<file path="config.mk">
export PLATFORM = sky130hd
export DESIGN_NAME = median_window
export DESIGN_NICKNAME = d
export VERILOG_FILES = /design/src/rtl/median_pkg.sv /design/src/rtl/med_line_buf.sv /design/src/rtl/median_window.sv
export SDC_FILE = /design/constraint.sdc
export NUM_CORES = 1
export LEC_CHECK = 0
export BUFFER_PORTS_ARGS = -buffer_cell sky130_fd_sc_hd__buf_2
export CORE_UTILIZATION = 39
export CTS_CLUSTER_DIAMETER = 80
export DETAILED_ROUTE_END_ITERATION = 16
export GPL_TIMING_DRIVEN = 0
export PLACE_DENSITY_LB_ADDON = 0.12
export SETUP_SLACK_MARGIN = 0.4
export SLEW_MARGIN = 25
export SYNTH_ARGS = -nofsm -noshare
export SYNTH_HDL_FRONTEND = slang
export SYNTH_SLANG_ARGS = --single-unit
</file>
<file path="constraint.sdc">
create_clock -name CLK -period 2.8 [get_ports CLK]
set_input_delay 0.42 -clock CLK [delete_from_list [all_inputs] [get_ports CLK]]
set_output_delay 0.42 -clock CLK [all_outputs]
set_load 0.005 [all_outputs]
</file>
<file path="src/rtl/median_pkg.sv">
// Shared types and constants for the 3x3 median window feeder.
// Counter-width helper keeps single-entry dimensions at one bit.
package median_pkg;

    typedef enum logic [0:0] {
        IDLE   = 1'b0,
        SERIAL = 1'b1
    } state_e;

    localparam int WIN_DIM  = 3;
    localparam int WIN_SIZE = WIN_DIM * WIN_DIM;
    localparam int IDX_W    = 4;

    function automatic int cnt_width(input int n);
        return (n > 1) ? $clog2(n) : 1;
    endfunction

endpackage

</file>
<file path="src/rtl/med_line_buf.sv">
// One image line of pixel storage: a single address serves both the read
// and the write, and the read returns the value from before this cycle's write.
module med_line_buf
    import median_pkg::*;
#(
    parameter int WIDTH = 8,
    parameter int DEPTH = 16,
    parameter int AW    = cnt_width(DEPTH)
) (
    input  logic             CLK,
    input  logic             we,
    input  logic [AW-1:0]    addr,
    input  logic [WIDTH-1:0] wr_data,
    output logic [WIDTH-1:0] rd_data
);

    logic [WIDTH-1:0] mem [DEPTH];

    // The window needs the old column value in the same cycle the new pixel
    // lands, so the read is combinational and the write takes effect at the edge.
    assign rd_data = mem[addr];

    always_ff @(posedge CLK) begin
        if (we) begin
            mem[addr] <= wr_data;
        end
    end

endmodule

</file>
<file path="src/rtl/median_window.sv">
// Raster-stream to 3x3 window serialiser feeding the median core: two line
// buffers plus a window register, nine words per interior pixel position.
module median_window
    import median_pkg::*;
#(
    parameter int WIDTH = 8,
    parameter int IMG_W = 16,
    parameter int IMG_H = 16
) (
    input  logic             CLK,
    input  logic             RST,
    input  logic [WIDTH-1:0] DI,
    input  logic             DSI,
    output logic             DRDY,
    output logic [WIDTH-1:0] DO,
    output logic             DSO,
    input  logic             ORDY,
    output logic             LAST,
    output logic             FLAST
);

    localparam int CW = cnt_width(IMG_W);
    localparam int RW = cnt_width(IMG_H);

    localparam logic [0:0] ST_IDLE   = IDLE;
    localparam logic [0:0] ST_SERIAL = SERIAL;

    logic [0:0]       state_reg, state_next;
    logic [CW-1:0]    col_reg, col_next;
    logic [RW-1:0]    row_reg, row_next;
    logic [IDX_W-1:0] idx_reg, idx_next;
    logic             fend_reg, fend_next;

    logic [WIDTH-1:0] win_reg  [WIN_SIZE];
    logic [WIDTH-1:0] win_next [WIN_SIZE];
    logic [WIDTH-1:0] col_in   [WIN_DIM];
    logic [WIDTH-1:0] lb0_rd, lb1_rd;
    logic [WIDTH-1:0] do_mux;

    logic accept, trigger, col_last, row_last, idx_last;

    assign accept   = DSI && (state_reg == ST_IDLE);
    assign col_last = (col_reg == CW'(IMG_W - 1));
    assign row_last = (row_reg == RW'(IMG_H - 1));
    assign idx_last = (idx_reg == IDX_W'(WIN_SIZE - 1));
    assign trigger  = accept && (row_reg >= RW'(2)) && (col_reg >= CW'(2));

    // Line buffers: lb0 holds the previous line, lb1 the one before it.
    med_line_buf #(
        .WIDTH (WIDTH),
        .DEPTH (IMG_W),
        .AW    (CW)
    ) u_lb0 (
        .CLK     (CLK),
        .we      (accept),
        .addr    (col_reg),
        .wr_data (DI),
        .rd_data (lb0_rd)
    );

    med_line_buf #(
        .WIDTH (WIDTH),
        .DEPTH (IMG_W),
        .AW    (CW)
    ) u_lb1 (
        .CLK     (CLK),
        .we      (accept),
        .addr    (col_reg),
        .wr_data (lb0_rd),
        .rd_data (lb1_rd)
    );

    // Incoming right-hand column, top to bottom.
    assign col_in[0] = lb1_rd;
    assign col_in[1] = lb0_rd;
    assign col_in[2] = DI;

    // Window is stored in raster order; each row shifts left by one column.
    generate
        for (genvar gi = 0; gi < WIN_SIZE; gi++) begin : g_win
            if ((gi % WIN_DIM) == (WIN_DIM - 1)) begin : g_edge
                assign win_next[gi] = col_in[gi / WIN_DIM];
            end else begin : g_shift
                assign win_next[gi] = win_reg[gi + 1];
            end
        end
    endgenerate

    always_ff @(posedge CLK) begin
        if (accept) begin
            win_reg <= win_next;
        end
    end

    always_comb begin
        col_next = col_reg;
        row_next = row_reg;
        if (accept) begin
            if (col_last) begin
                col_next = '0;
                row_next = row_last ? '0 : row_reg + RW'(1);
            end else begin
                col_next = col_reg + CW'(1);
            end
        end
    end

    always_comb begin
        state_next = state_reg;
        idx_next   = idx_reg;
        fend_next  = fend_reg;
        case (state_reg)
            ST_IDLE: begin
                if (trigger) begin
                    state_next = ST_SERIAL;
                    idx_next   = '0;
                    fend_next  = row_last && col_last;
                end
            end
            ST_SERIAL: begin
                if (ORDY) begin
                    if (idx_last) begin
                        state_next = ST_IDLE;
                    end else begin
                        idx_next = idx_reg + IDX_W'(1);
                    end
                end
            end
            default: begin
                state_next = ST_IDLE;
            end
        endcase
    end

    always_ff @(posedge CLK) begin
        if (RST) begin
            state_reg <= ST_IDLE;
            col_reg   <= '0;
            row_reg   <= '0;
            idx_reg   <= '0;
            fend_reg  <= 1'b0;
        end else begin
            state_reg <= state_next;
            col_reg   <= col_next;
            row_reg   <= row_next;
            idx_reg   <= idx_next;
            fend_reg  <= fend_next;
        end
    end

    always_comb begin
        do_mux = '0;
        for (int i = 0; i < WIN_SIZE; i++) begin
            if (idx_reg == IDX_W'(i)) begin
                do_mux = win_reg[i];
            end
        end
    end

    assign DRDY  = (state_reg == ST_IDLE);
    assign DSO   = (state_reg == ST_SERIAL);
    assign DO    = do_mux;
    assign LAST  = DSO && idx_last;
    assign FLAST = LAST && fend_reg;

endmodule

</file>
==> summary.txt <==
Outcome
  – Outcome: complete, no violations

Synth
  – Top post-synthesis cells by area: edfxtp_1, mux4_2, mux4_1
  – Synthesized instance count: 716
  – Most used DFF post-synth: edfxtp_1
  – Most frequent cell after synthesis: edfxtp_1
  – Count of state elements after synthesis: roughly 350
  – Post-synthesis cell type count: 45
  – Area leader, netlist: edfxtp_1
  – Mapped Nets: 738
  – Top post-synthesis cells by count: edfxtp_1, mux4_2, nand2_1
  – Synth top area share: about 73%
  – Seq/Total Area, Yosys: 75.5%
  – YS warnings: 0
  – Fraction of registers with async set/reset: 0%
  – EDFF count, synth: 328
  – Mean Syn Cell Area: roughly 19 sq um
  – Syn Std Cell Area: roughly 14000 sq um

Route
  – Via density: 5.57
  – Number of routed nets with antenna violations: 0
  – DRT Wirelength: roughly 32000 um
  – DRC Markers: 0
  – Avg WL per Cell: 24.9 um
  – DR pass1 iterations: 5
  – DRT iter0 DRCs: 597
  – Detailed-route via count: 7173

Placement
  – Pre-CTS setup slack: -108 ps
  – Post-DP HPWL: 20800 um
  – Placed cell areas: 14700 sq um
  – Port Buffer Count: 23
  – Final RePlAce weighted congestion: 0.807
  – Post-Place Cells: approximately 1.2k

Worst setup path
  – Worst Path Required: 2380 ps
  – Crit path launch: idx_reg[0]
  – Reg-to-reg endpoint: idx_reg[0]
  – Reg2Reg Depth: 8
  – Flop2flop setup slack: 460 ps
  – Worst R2R Start: col_reg[0]
  – Nature of the critical path startpoint: flop
  – Crit path arrival time: 2300 ps
  – Worst-path fanout max: 5
  – Crit. End Element: output pin
  – Crit Path Class: flop to output pin

Clock network
  – Clock root cell: clkbuf_16
  – CTS tree: built
  – Clock latency at the later pin of the worst-skew pair: 530 ps
  – CTS Hold Bufs: 0
  – Clock Path Buffers: 3
  – H-tree depth: 2
  – TritonCTS buffer count: 37
  – Clock transition at path regs: 60 ps
  – Num Clock Sinks: 346

Die
  – Initial Util: 40.0%
  – Die area: 35400 sq um
  – Core area: between 30000 and 40000 sq um
  – Horiz. Die Dim: ~190 um
  – FP Rows: 67
  – IO Pins: 24
  – Die height: about 190 um

Global routing
  – Vias in the first global route: 7356
  – Grt ovf: 0
  – Initial antenna violation count: 0
  – Maximum number of pins on one net before global-route repair: approximately 80
  – First-pass GRT wire length: 47800 um
  – Total GRT Usage: 18.5%

Layout
  – Finished layout cell area: 16300 sq um
  – Antenna Cells: 0
  – Syn-to-layout area delta: 20.5%
  – Filler cell count: 2825
  – Finished Layout Cells: 1288
  – Layout Nets: 837
  – Share of layout cells above drive strength 1: 28.5%

STA
  – Clock Skews: 22.6 ps
  – Fmax: 367 MHz
  – Final hold viol count: 0
  – RSZ-0062 raised after global routing: yes
  – Fin crit share: between 90% and 100%
  – Worst setup margin: 75.3 ps
  – Slew Limit Fails: 0
  – Final Critical Period: 2720 ps
  – Worst-Margin Slew: a little under 1000 ps
  – Setup violators final: 0
  – Final Hold Slack: between 200 and 250 ps
  – Slew Limit Headroom: 33.7%

Power and ir drop
  – Pwr per Cell Area: 696 nW/um^2
  – Static leakage power: 5.33 nW
  – IR Drop Worst-Case VDD: between 500 and 600 uV

Min path
  – Critical hold path startpoint: RST
  – Hold Crit Class: input port to flop
  – Worst hold stages: 2
  – Worst Hold Path EP: idx_reg[3]

Job
  – Max-Cap Viols: 0
-- timing repair --
action | 4_1_cts | 5_1_grt
pin swaps | 15 | 12
endpoints found under the setup margin | 339 | 163
setup buffers | 15 | 5
cloned | 2 | 0
gates resized for setup | 49 | 33
-- cell families (layout without fill, tap and decap cells) --
kind of cell / count (synthesis) / after routing / synth area share (%)
flops: 346 / 346 / 75.5
compound gates: 119 / 119 / 5.75
simple gates: 104 / 105 / 3.66
mux: 65 / 65 / 11.1
buf+inv: 64 / 187 / 2.54
fa+ha+maj: 10 / 10 / 0.925
xor+xnor: 8 / 8 / 0.518
-- power breakdown --
part / leakage, nW / internal, mW / switching (mW)
sequential: 3.16 / 5.91 / 0.0719
clock: 0.552 / 2.70 / 1.93
combinational: 1.61 / 0.292 / 0.450
-- stage by stage --
step	TNS (ps)	total power [mW]	utilization [%]
2_1_floorplan	0	6.50	-
3_3_place_gp	-176470	6.76	42.0
3_5_place_dp	-4070	6.81	43.3
4_1_cts	0	11.5	47.7
5_1_grt	-22.6	11.7	48.1
6_report	0	11.4	48.1
-- per-layer routing --
layer	global-route usage, %	part of all wire (%)
met5	0	0
met4	6.44	3.1
met3	2.57	5.0
met2	30.2	49
met1	25.4	43
-- critical path, cell delays in order, from the launching register on --
cell	delay, ps
dfxtp_2	370
inv_4	50
ha_4	150
buf_6	110
and3b_1	190
buf_8	140
clkbuf_16	140
a222oi_1	360
o21ai_1	130
buf_2	150
-- cells in the final DEF (no fill, tap or decap), types with 10 or more instances in the layout --
cell type  instances
mux4_1            15
mux4_2            49
nor2_4            14
a22oi_1           32
inv_1             22
edfxtp_1         328
o21ai_0           14
buf_2             29
clkbuf_16         38
dfxtp_1           16
a21oi_1           32
nor2_1            13
buf_4             19
buf_6             10
nand2_1           31
-- worst max path at each step --
| stage | end | slack [ps] | cells past startpoint |
|---|---|---|---|
| after detailed placement | u_lb0.mem[0][4] | -110 | 6 |
| final | DO[7] | 80 | 9 |
| after global placement | u_lb0.mem[3][4] | -1220 | 3 |
| after floorplan | u_lb0.mem[10][0] | 460 | 4 |
| after global routing | DO[7] | -20 | 9 |
| after CTS | DO[7] | 60 | 9 |
-- area by class of cell --
type	instances	area (sq um)	share of cell area (%)
Clock inverter	20	179	1.10
Tap cell	448	561	3.44
Clock buffer	44	952	5.84
Sequential cell	346	10200	62.6
Inverter	25	97.6	0.599
Buffer	39	354	2.17
Timing Repair Buffer	59	704	4.32
Multi-Input combinational cell	307	3240	19.9
Power figures use the tool's default switching activity.
